==> src/rtl/rom_toggle_responder_if.sv <==
// ROM fetch toggle handshake plus SDRAM read command port, bundled for one
// responder instance. "master" is the layer/controller side, "slave" is the
// responder itself.
interface rom_toggle_responder_if #(
    parameter int unsigned ADDR_W = 25
);
    // Layer side (toggle handshake)
    logic [23:0]       rom_addr;
    logic              rom_req;
    logic [15:0]       rom_data;
    logic              rom_ack;
    logic              cache_inv;

    // SDRAM controller side
    logic [ADDR_W-1:0] mem_addr;
    logic              mem_rd;
    logic              mem_rdy;
    logic [15:0]       mem_dout;
    logic              mem_dv;

    modport master (
        output rom_addr, rom_req, cache_inv, mem_rdy, mem_dout, mem_dv,
        input  rom_data, rom_ack, mem_addr, mem_rd
    );

    modport slave (
        input  rom_addr, rom_req, cache_inv, mem_rdy, mem_dout, mem_dv,
        output rom_data, rom_ack, mem_addr, mem_rd
    );
endinterface

==> src/rtl/rom_toggle_responder.sv <==
// SDRAM-side responder for a toggle-handshake ROM fetch port. A pending
// request (rom_req != rom_ack) becomes one SDRAM read; the returned word is
// handed back and the toggle completed. A one-entry last-word cache short-cuts
// repeated fetches, and a fetch whose address moved while in flight is
// discarded and reissued at the new address.
module rom_toggle_responder #(
    parameter int unsigned       ADDR_W     = 25,
    parameter logic [ADDR_W-1:0] BASE_WADDR = 25'h0020000,
    parameter bit                CACHE_EN   = 1'b1
) (
    input  logic                            clk,
    input  logic                            RESET,
    rom_toggle_responder_if.slave           bus,
    output logic                            busy
);

    typedef enum logic [1:0] {
        IDLE,
        ISSUE,
        WAIT
    } state_t;

    state_t      state;
    logic [23:0] addr_q;
    logic        req_q;
    logic [23:0] last_addr;
    logic [15:0] last_data;
    logic        valid;

    logic        pending;
    logic        hit;
    logic [ADDR_W-1:0] next_mem_addr;

    // Request detection, cache lookup and SDRAM address (wraps modulo 2^ADDR_W)
    always_comb begin
        pending       = bus.rom_req ^ bus.rom_ack;
        hit           = CACHE_EN && valid && (bus.rom_addr == last_addr) && !bus.cache_inv;
        next_mem_addr = BASE_WADDR + ADDR_W'(bus.rom_addr);
    end

    // Handshake FSM: all outputs and the cache are registered here
    always_ff @(posedge clk) begin
        if (RESET) begin
            state        <= IDLE;
            busy         <= 1'b0;
            bus.rom_ack  <= 1'b0;
            bus.rom_data <= '0;
            bus.mem_rd   <= 1'b0;
            bus.mem_addr <= '0;
            addr_q       <= '0;
            req_q        <= 1'b0;
            last_addr    <= '0;
            last_data    <= '0;
            valid        <= 1'b0;
        end else begin
            // Invalidate in any state; a WAIT completion below may not re-set
            // valid in the same cycle because its update is gated on cache_inv.
            if (bus.cache_inv) begin
                valid <= 1'b0;
            end

            case (state)
                IDLE: begin
                    if (pending) begin
                        addr_q <= bus.rom_addr;
                        req_q  <= bus.rom_req;
                        if (hit) begin
                            bus.rom_data <= last_data;
                            bus.rom_ack  <= bus.rom_req;
                        end else begin
                            bus.mem_addr <= next_mem_addr;
                            bus.mem_rd   <= 1'b1;
                            busy         <= 1'b1;
                            state        <= ISSUE;
                        end
                    end
                end

                ISSUE: begin
                    if (bus.mem_rd && bus.mem_rdy) begin
                        bus.mem_rd <= 1'b0;
                        state      <= WAIT;
                    end
                end

                WAIT: begin
                    if (bus.mem_dv) begin
                        if (bus.rom_addr == addr_q) begin
                            bus.rom_data <= bus.mem_dout;
                            bus.rom_ack  <= req_q;
                            if (!bus.cache_inv) begin
                                last_addr <= addr_q;
                                last_data <= bus.mem_dout;
                                valid     <= 1'b1;
                            end
                            busy  <= 1'b0;
                            state <= IDLE;
                        end else begin
                            // Address moved while in flight: drop the word and
                            // refetch at the current address without acking.
                            addr_q       <= bus.rom_addr;
                            req_q        <= bus.rom_req;
                            bus.mem_addr <= next_mem_addr;
                            bus.mem_rd   <= 1'b1;
                            state        <= ISSUE;
                        end
                    end
                end

                default: begin
                    state  <= IDLE;
                    busy   <= 1'b0;
                    bus.mem_rd <= 1'b0;
                end
            endcase
        end
    end

endmodule

==> src/flat_wrapper.sv <==
// flat-port wrapper written by rule: the top's interface ports become plain ports
module rom_toggle_responder_flat 
#(
    parameter int unsigned       ADDR_W     = 25,
    parameter logic [ADDR_W-1:0] BASE_WADDR = 25'h0020000,
    parameter bit                CACHE_EN   = 1'b1
)
  (clk, RESET, busy, bus_rom_addr, bus_rom_req, bus_cache_inv, bus_mem_rdy, bus_mem_dout, bus_mem_dv, bus_rom_data, bus_rom_ack, bus_mem_addr, bus_mem_rd);
  rom_toggle_responder_if #(.ADDR_W(ADDR_W)) bus_i ();
  input  logic clk;
  input  logic RESET;
  output logic busy;
  input wire logic [$bits(bus_i.rom_addr)-1:0] bus_rom_addr;
  input wire logic [$bits(bus_i.rom_req)-1:0] bus_rom_req;
  input wire logic [$bits(bus_i.cache_inv)-1:0] bus_cache_inv;
  input wire logic [$bits(bus_i.mem_rdy)-1:0] bus_mem_rdy;
  input wire logic [$bits(bus_i.mem_dout)-1:0] bus_mem_dout;
  input wire logic [$bits(bus_i.mem_dv)-1:0] bus_mem_dv;
  output wire logic [$bits(bus_i.rom_data)-1:0] bus_rom_data;
  output wire logic [$bits(bus_i.rom_ack)-1:0] bus_rom_ack;
  output wire logic [$bits(bus_i.mem_addr)-1:0] bus_mem_addr;
  output wire logic [$bits(bus_i.mem_rd)-1:0] bus_mem_rd;
  assign bus_i.rom_addr = bus_rom_addr;
  assign bus_i.rom_req = bus_rom_req;
  assign bus_i.cache_inv = bus_cache_inv;
  assign bus_i.mem_rdy = bus_mem_rdy;
  assign bus_i.mem_dout = bus_mem_dout;
  assign bus_i.mem_dv = bus_mem_dv;
  assign bus_rom_data = bus_i.rom_data;
  assign bus_rom_ack = bus_i.rom_ack;
  assign bus_mem_addr = bus_i.mem_addr;
  assign bus_mem_rd = bus_i.mem_rd;
  rom_toggle_responder #(.ADDR_W(ADDR_W), .BASE_WADDR(BASE_WADDR), .CACHE_EN(CACHE_EN)) u_core (.clk(clk), .RESET(RESET), .bus(bus_i), .busy(busy));
endmodule
==> config.mk <==
export PLATFORM = sky130hd
export DESIGN_NAME = rom_toggle_responder_flat
export DESIGN_NICKNAME = d
export VERILOG_FILES = /design/src/rtl/rom_toggle_responder_if.sv /design/src/rtl/rom_toggle_responder.sv /design/src/flat_wrapper.sv
export SDC_FILE = /design/constraint.sdc
export NUM_CORES = 1
export LEC_CHECK = 0
export BUFFER_PORTS_ARGS = -buffer_cell sky130_fd_sc_hd__buf_2
export CAP_MARGIN = 20
export CORE_ASPECT_RATIO = 0.7
export CORE_MARGIN = 1.5
export CORE_UTILIZATION = 45
export DETAILED_ROUTE_END_ITERATION = 8
export PLACE_DENSITY = 0.71
export SYNTH_ARGS = -nofsm -noshare
export SYNTH_HDL_FRONTEND = slang
export SYNTH_SLANG_ARGS = --single-unit
==> constraint.sdc <==
create_clock -name clk -period 2.1 [get_ports clk]
set_clock_uncertainty 0.15 [all_clocks]
set_input_delay 0.21 -clock clk [delete_from_list [all_inputs] [get_ports clk]]
set_output_delay 0.21 -clock clk [all_outputs]
set_load 0.005 [all_outputs]
==> results of run 1 <==
[placed cells by master, fill, tap and decap left out, types with 13 or more instances in the layout]
cell type / instances
dfxtp_2: 13
xnor2_1: 40
nand2b_1: 21
buf_4: 34
dfxtp_1: 99
nor2_1: 70
nand4b_1: 19
a21oi_1: 22
mux2i_1: 83
dlygate4sd3_1: 16
buf_2: 88
[through the flow]
stage,TNS [ns],power [mW],area [µm²]
after floorplan,0,3.70,5140
after global placement,-6.32,4.24,5920
after detailed placement,-7.92,4.30,5920
after CTS,-0.0801,5.89,6390
after global routing,-5.16,6.51,6690
final,-0.622,6.21,6690
[registers in the layout (all words and copies together) (netlist names), 2 cells and up]
register / count
u_core.bus.mem_addr: 25
u_core.addr_q: 24
u_core.last_addr: 24
u_core.bus.rom_data: 16
u_core.last_data: 16
u_core.state: 2
[power by group]
group / switching [mW] / total (mW) / internal [mW]
registers: 0.189 / 2.59 / 2.40
logic: 1.06 / 2.06 / 1.00
clock network: 0.728 / 1.56 / 0.835
[cells in the mapped netlist (all sizes together), types with 3 or more instances]
| cell type | instances | area share |
|---|---|---|
| dfxtp | 112 | 0.44 |
| mux2i | 84 | 0.16 |
| nor2 | 70 | 0.051 |
| xnor2 | 49 | 0.085 |
| a21oi | 27 | 0.026 |
| buf | 25 | 0.029 |
| nand2b | 21 | 0.026 |
| nand4b | 19 | 0.033 |
| o21ai | 19 | 0.019 |
| clkbuf | 17 | 0.013 |
| and3 | 11 | 0.013 |
| nand4 | 11 | 0.013 |
| a311oi | 9 | 0.019 |
| nor3 | 9 | 0.0088 |
| a211oi | 8 | 0.014 |
| nand2 | 5 | 0.0037 |
| nand3 | 5 | 0.0049 |
| xor2 | 5 | 0.0086 |
| nor4 | 3 | 0.0078 |
[layer usage]
layer	global-route usage	part of all wire	wire length, µm	vias to the layer above
met4	0.0449	0.0062	81	0
li1	-	-	-	2075
met5	0	0	0	-
met2	0.341	0.46	6040	110
met1	0.301	0.47	6160	2078
met3	0.0531	0.065	858	8
[layout make-up]
| type | count | area (µm²) | area share |
|---|---|---|---|
| Multi-Input combinational cell | 366 | 2840 | 0.425 |
| Sequential cell | 112 | 2260 | 0.338 |
| Inverter | 2 | 7.51 | 0.00112 |
| Clock inverter | 3 | 17.5 | 0.00262 |
| Tap cell | 153 | 191 | 0.0286 |
| Clock buffer | 13 | 250 | 0.0374 |
| Timing Repair Buffer | 153 | 1120 | 0.168 |
[worst paths after layout]
check | start | to | cells after the start
min | bus_mem_rdy | u_core.state[0]$_SDFFE_PP0P_ | 4
max reg2reg | u_core.last_addr[21]$_SDFFE_PP0P_ | u_core.bus.rom_data[13]$_SDFFE_PP0P_ | 7
max | u_core.last_addr[21]$_SDFFE_PP0P_ | u_core.bus.rom_data[13]$_SDFFE_PP0P_ | 7
min reg2reg | u_core.bus.mem_addr[4]$_SDFFE_PP0P_ | u_core.bus.mem_addr[4]$_SDFFE_PP0P_ | 2
[cells by family after synthesis]
group | synth area share
AOI/OAI and AO/OA | 0.0906
xor gates and xnor gates | 0.0940
adders and majority gates | 0.00245
buffers and inverters | 0.0431
DFF | 0.439
muxes | 0.164
and+or+nand+nor | 0.167
[timing repair]
item	in CTS	in global routing
endpoints found under the hold margin	16	0
setup endpoints to repair	44	105
gates cloned	0	3
pin swaps	10	20
hold buffers	16	0
gates resized for setup	12	56
setup buffers	2	4
[critical path, stage by stage (launching register included)]
cell	delay (ns)
dfxtp_2	0.33
xor2_1	0.17
or4_4	0.45
nor4_4	0.31
a22o_4	0.22
buf_12	0.13
a21oi_1	0.07
a311oi_1	0.24
==> impl_metrics.toml, run 1 <==
[floorplan]
num_io_pins = 90
dieArea_um2 = 12000
start_util = 0.463
die_y_um = 92.2
core-area_um2 = 11100
die_w_um = 130
placementRows = 32

[setup_path]
cp_max_fo = 8
end_kind = "register"
cp_data_arrival_time_ns = 2.27
reg2reg_slack_ns = -0.08
worst_ep_required_time_ns = 2.19
path_class = "reg2reg"
crit_path_start_kind = "register"

[global_route]
antenna_found_initial = 0
grt_max_degree = 132
grt_usage = 0.217
grt_overflow_total = 0
grt_pass1_vias = 4048
grt_pass1_wl_um = 20300

[clocking]
numCtsBuffers = 9
clk_latency_ns = 0.35
cts.sinks = 112
cts_tree = "built"
clk_pin_slew_worst_paths_ns = 0.07
cts_max_path_buffers = 2
clockRootBuffer = "clkbuf_16"
h-tree-depth = 3

[sta]
fin_ws_ns = -0.0753
finalHoldViolCount = 0
tightest_slew_ns = 0.539
max_freq_mhz = 460
maxSlewHeadroom = 0.641
slew_viol_final = 0
fin_crit_sh = 1.04
setup_viol = 20
fin_hold_ws_ns = 0.0240
rsz0062_at_grt = "yes"
fin_crit_ns = 2.18

[detailed_routing]
avgViaCountPerCell = 5.33
wl_um = 13100
drc_errors = 0
drtAntennaViolNets = 0
first_iter_violations = 270
wl_per_cell_um = 16.4
drt_pass1_iterations = 5
vias = 4271

[run_status]
violations = "negative setup slack"
status = "finished with violations"

[synth]
ys_warn_count = 0
synthCells = 522
synth_edf_count = 0
ys_seq_area_frac = 0.439
syn-mean-instance-area_um2 = 9.79
synth_cell_type_count = 40
synth.ff_latch_count = 112
synth_area_um2 = 5110
async_flop_share = 0
synth_top_flop_cell = "dfxtp_1"
syn_nets = 569

[min_path]
min_path_type = "in2reg"

[place]
place.gp.congestion = 0.818
place_ws_ns = -0.273
dp_hpwl_um = 8710
io_buffers = 89
dp.cells = 761

[finish]
fin_cells = 802
insertedDiodeCount = 0
area_growth_pct = 30.9
fin_util = 0.605
fin_nets = 691
fillers = 931
drive_gt1_frac = 0.320

[flow_run]
max-cap-violations = 0

[power]
leakage_nw = 2.95
p_per_area_nw_per_um2 = 928
peakVddDrop_mv = 0.537
Note: power is estimated with default switching activity, not from simulation.
==> inputs of run 2 (changes only) <==
GPL_ROUTABILITY_DRIVEN = 0   (was unset)
clock period = 1.9 ns   (was 2.1 ns; I/O delays follow)
==> run 2 against run 1 <==
Effect of this change:
- the flow still finishes with violations (negative setup slack)
- global-route usage increased by 2.7 points
- fmax fell by 3.5%
- utilization rose by 5.0 points
- worst setup slack got worse by 0.28 ns
- clock power rose by 10%
- routed wire length rose by 17%
- register-to-register slack got worse by 0.28 ns
- count of clock-buffer cells in the layout stayed put
- first-iteration DRC count grew 50%
- cell count is 4.6% higher
- cell area is 8.2% higher
- critical path type unchanged
- critical endpoint is now u_core.addr_q[22]$_SDFFE_PP0P_
- largest cell class unchanged
- largest power group unchanged
==> impl_metrics.toml, run 2 (synthesis results as in run 1) <==
[sta]
fin_ws_ns = -0.353
maxSlewHeadroom = 0.671
fin_crit_sh = 1.19
max_freq_mhz = 444
tightest_slew_ns = 0.494
setup_viol = 111
rsz0062_at_grt = "yes"
slew_viol_final = 0
setup_tns_ns = -24.80
fin_crit_ns = 2.25
finalHoldViolCount = 0

[finish]
fin_nets = 730
final_cell_mix = "103 x dfxtp_1, 88 x buf_2, 79 x mux2i_1"
postLayoutCellArea_um2 = 7240
largest_reg_flops = 25
fin_cells = 839
largestRegisters = "u_core.bus.mem_addr x25, u_core.addr_q x24, u_core.last_addr x24"
top_register = "u_core.bus.mem_addr"
area_growth_pct = 41.6
drive_gt1_frac = 0.369
insertedDiodeCount = 0
final_common_cell = "dfxtp_1"

[setup_path]
path_class = "reg2reg"
crit_chain = "xnor2_1 > nand4_1 > nor4_4 > buf_4 > a311oi_4 > buf_12 > mux2i_1 > nor2_1"
slowest_delay_ns = 0.32
cp_max_fo = 24
critPathTopFamily = "simple AND/OR/NAND/NOR gates"
cp_data_arrival_time_ns = 2.32
cp_num_buf_inv = 2
worst_ep_required_time_ns = 1.97
crit_path_start_kind = "register"
cpMaxStageDelayCell = "dfxtp_1"
end_kind = "register"

[clocking]
clk_latency_ns = 0.35
clockRootBuffer = "clkbuf_16"
cts_max_path_buffers = 2
cts_tree = "built"
clk_pin_slew_worst_paths_ns = 0.07
cts.sinks = 112
numCtsBuffers = 9
h-tree-depth = 3

[power]
p_per_area_nw_per_um2 = 996
p_total_mw = 7.21
peakVddDrop_mv = 0.486
leakage_nw = 3.18

[floorplan]
num_io_pins = 90
core-area_um2 = 11100
placementRows = 32
die_w_um = 130
start_util = 0.463
die_y_um = 92.2
dieArea_um2 = 12000

[global_route]
grt_pass1_vias = 4485
grt_usage = 0.244
grt_pass1_wl_um = 22500
antenna_found_initial = 0
grt_max_degree = 57
grt_overflow_total = 0

[detailed_routing]
drtAntennaViolNets = 0
wl_per_cell_um = 18.3
wl_met2_um = 7060
met3WireLength_um = 1160
top_layer_used = "met4"
drc_errors = 0
drt_pass1_iterations = 5
vias = 4558
wl_met1_um = 6770
wl_um = 15300
first_iter_violations = 404
avgViaCountPerCell = 5.43

[place]
place_ws_ns = -0.333
placed_area_um2 = 6200
io_buffers = 89
dp_hpwl_um = 9480
dp.cells = 789

[min_path]
min_path_type = "in2reg"

[flow_run]
max-cap-violations = 0

[run_status]
status = "finished with violations"
violations = "negative setup slack"
run 2: cell types whose count changed in the layout (fill, tap and decap cells not counted), moves of 4 or more:
cell and change:
buf_4 +24, xnor2_1 +4, o21ai_1 +9, dfxtp_2 -4, dfxtp_1 +4, a21oi_2 +12
a21oi_1 -15, o21ai_2 -9, xnor2_2 -4, mux2i_1 -4
run 2: where the power goes:
| part | total [mW] | internal, mW | switching (mW) |
|---|---|---|---|
| clock network | 1.72 | 0.912 | 0.809 |
| logic | 2.63 | 1.29 | 1.34 |
| registers | 2.86 | 2.64 | 0.210 |
run 2: final timing paths:
kind / start / endpoint / slack, ns / cells past startpoint
min reg2reg: u_core.bus.mem_addr[8]$_SDFFE_PP0P_ / u_core.bus.mem_addr[8]$_SDFFE_PP0P_ / 0.31 / 2
max: u_core.addr_q[7]$_SDFFE_PP0P_ / u_core.addr_q[22]$_SDFFE_PP0P_ / -0.35 / 8
min: bus_rom_addr[0] / u_core.addr_q[0]$_SDFFE_PP0P_ / 0.02 / 3
max reg2reg: u_core.addr_q[7]$_SDFFE_PP0P_ / u_core.addr_q[22]$_SDFFE_PP0P_ / -0.35 / 8
run 2: worst register-to-register path: stages (launching register included):
cell and delay, ns:
dfxtp_1 0.32, xnor2_1 0.23, nand4_1 0.22, nor4_4 0.31
buf_4 0.21, a311oi_4 0.12, buf_12 0.20, mux2i_1 0.28
nor2_1 0.07
run 2: routing by layer:
metal	global-route usage	vias up
li1	-	2154
met1	0.330	2202
met2	0.382	167
met3	0.0601	35
met4	0.0778	0
met5	0	-
run 2: layout make-up:
cell class                 instances  area [µm²]
fill                             823        3810
multi-input combinational        368        2970
sequential                       112        2250
timing repair buffer             190        1560
clock buffer                      13         250
tap                              153         191
inverter                           2        7.51
clock inverter                     1        5.00
run 2: what timing repair did:
| item | 4_1_cts | 5_1_grt |
|---|---|---|
| buffers inserted | 5 | 4 |
| hold endpoints to repair | 17 | 0 |
| endpoints found under the setup margin | 111 | 112 |
| hold buffers | 17 | 0 |
| gates cloned | 5 | 5 |
| pin swaps | 24 | 16 |
| resized for setup | 35 | 41 |
run 2: stage by stage:
step                       util  hold slack (ns)
after floorplan               -            0.137
after CTS                 0.625        0.0000161
after global routing      0.655           0.0329
after detailed placement  0.561            0.304
after global placement    0.561            0.289
final                     0.655           0.0204
==> inputs of run 3 (changes only) <==
PLACE_DENSITY = 0.68   (was 0.71)
clock period = 2.1 ns   (was 1.9 ns; I/O delays follow)
==> run 3 against run 2 <==
Effect of this change:
- the run still ends with negative setup slack left
- critical path depth rose by 1
- sequential cell count stayed put
- count of clock-buffer cells in the layout decreased by 3
- sequential share of layout area rose by 2.2 points
- routed wire length shrank 14%
- utilization is 4.3 points lower
- cell area is 6.5% lower
- combinational power is 16% lower
- die area stayed put
- clock power hardly changed
- cell count shrank 4.3%
- sequential power fell by 9.4%
- largest cell class unchanged
- largest power group unchanged
==> impl_metrics.toml, run 3 (synthesis results as in run 1) <==
[setup_path]
cp_data_arrival_time_ns = 2.24
crit_path_start_kind = "register"
path_class = "reg2reg"
end_kind = "register"
cp_max_fo = 8
crit_start = "u_core.addr_q[9]$_SDFFE_PP0P_"
reg2reg_slack_ns = -0.07
ff2ff_path_depth = 9
worst_ep_required_time_ns = 2.16
timing.rr.start = "u_core.addr_q[9]$_SDFFE_PP0P_"
timing.rr.end = "u_core.bus.mem_addr[19]$_SDFFE_PP0P_"

[sta]
slew_viol_final = 0
tightest_slew_ns = 0.529
max_freq_mhz = 460
setup_viol = 42
fin_ws_ns = -0.0740
fin_crit_ns = 2.17
setup_tns_ns = -1.26
maxSlewHeadroom = 0.647
rsz0062_at_grt = "yes"
fin_crit_sh = 1.04
finalHoldViolCount = 0

[power]
peakVddDrop_mv = 0.495
p_sw_frac = 0.323
p_total_mw = 6.55
power_frac_seq = 0.396
p_comb_frac = 0.337
p_clk_frac = 0.267
power.switching_mw = 2.12
p_int_mw = 4.43
p_per_area_nw_per_um2 = 968
leakage_nw = 2.97

[detailed_routing]
wl_per_cell_um = 16.5
drc_errors = 0
drtAntennaViolNets = 0
met3WireLength_um = 738
wl_met2_um = 5840
vias = 4210
wl_um = 13200
wl_met1_um = 6520
drt_pass1_iterations = 5
top_layer_used = "met4"
avgViaCountPerCell = 5.24
first_iter_violations = 384

[finish]
insertedDiodeCount = 0
drive_gt1_frac = 0.305
largest_reg_flops = 25
fin_nets = 692
fin_cells = 803
largestRegisters = "u_core.bus.mem_addr x25, u_core.addr_q x24, u_core.last_addr x24"
final_common_cell = "dfxtp_1"
fillers = 955
top_register = "u_core.bus.mem_addr"
fin_util = 0.612
final_cell_mix = "103 x dfxtp_1, 88 x buf_2, 84 x mux2i_1"
area_growth_pct = 32.3

[clocking]
h-tree-depth = 3
cts.sinks = 112
clk_pin_slew_worst_paths_ns = 0.07
cts_tree = "built"
clk_latency_ns = 0.34
numCtsBuffers = 9
cts_max_path_buffers = 2
clockRootBuffer = "clkbuf_16"

[min_path]
min_path_type = "in2reg"
hp-start = "bus_rom_req"
hold_end = "u_core.req_q$_SDFFE_PP0P_"
holdPathStages = 3

[floorplan]
die_w_um = 130
placementRows = 32
dieArea_um2 = 12000
start_util = 0.463
core-area_um2 = 11100
num_io_pins = 90
die_y_um = 92.2

[place]
dp.cells = 763
dp_hpwl_um = 9070
place_ws_ns = -0.202
io_buffers = 89

[run_status]
status = "finished with violations"
violations = "negative setup slack"

[global_route]
grt_max_degree = 57
grt_pass1_wl_um = 20000
grt_overflow_total = 0
antenna_found_initial = 0
grt_pass1_vias = 3870
grt_usage = 0.217

[flow_run]
max-cap-violations = 0
run 3: worst max-delay path, stage by stage (launching register included):
cell and delay (ns):
dfxtp_2 0.34, xnor2_2 0.14, nand4_1 0.19, nor4_4 0.39, buf_12 0.15, buf_4 0.11, a31oi_4 0.18, buf_12 0.22
a21oi_4 0.13, a211oi_2 0.05
run 3: metrics by stage:
stage | hold WS [ns] | area, µm²
global route | 0.0175 | 6770
finish | 0.0223 | 6770
CTS | 0.00946 | 6510
floorplan | 0.157 | 5140
detailed placement | 0.303 | 5970
global placement | 0.302 | 5970
run 3: how the worst max path moves through the flow:
stage / endpoint / slack, ns / cells after the start
final: u_core.bus.mem_addr[19]$_SDFFE_PP0P_ / -0.07 / 9
after detailed placement: u_core.bus.rom_data[4]$_SDFFE_PP0P_ / -0.20 / 10
after global placement: u_core.bus.rom_data[7]$_SDFFE_PP0P_ / -0.13 / 10
after CTS: u_core.bus.rom_data[4]$_SDFFE_PP0P_ / -0.05 / 8
after global routing: u_core.bus.rom_data[2]$_SDFFE_PP0P_ / -0.16 / 8
after floorplan: u_core.bus.rom_data[11]$_SDFFE_PP0P_ / 0.01 / 7
run 3: metal layers:
layer | track usage | up-vias
li1 | - | 2080
met1 | 0.328 | 2002
met2 | 0.316 | 119
met3 | 0.0432 | 9
met4 | 0.0458 | 0
met5 | 0 | -
run 3: power groups by stage:
stage / combinational [mW] / clock (mW) / sequential [mW]
after detailed placement: 1.72 / 0 / 2.60
after floorplan: 1.11 / 0 / 2.59
after CTS: 1.79 / 1.79 / 2.56
final: 2.20 / 1.75 / 2.59
after global placement: 1.69 / 0 / 2.59
after global routing: 2.35 / 1.88 / 2.62
run 3: layout make-up:
type / instances / area (µm²) / area share
Clock buffer: 10 / 239 / 0.0353
Timing Repair Buffer: 151 / 1130 / 0.167
Tap cell: 153 / 191 / 0.0283
Sequential cell: 112 / 2250 / 0.333
Inverter: 2 / 7.51 / 0.00111
Multi-Input combinational cell: 369 / 2880 / 0.426
Clock inverter: 6 / 65.1 / 0.00962
run 3: timing repair:
action	4_1_cts	5_1_grt
hold buffers	16	0
pin swaps	7	7
endpoints found under the hold margin	16	0
cloned	0	6
setup buffers	1	2
resized for setup	17	47
setup endpoints to repair	43	110
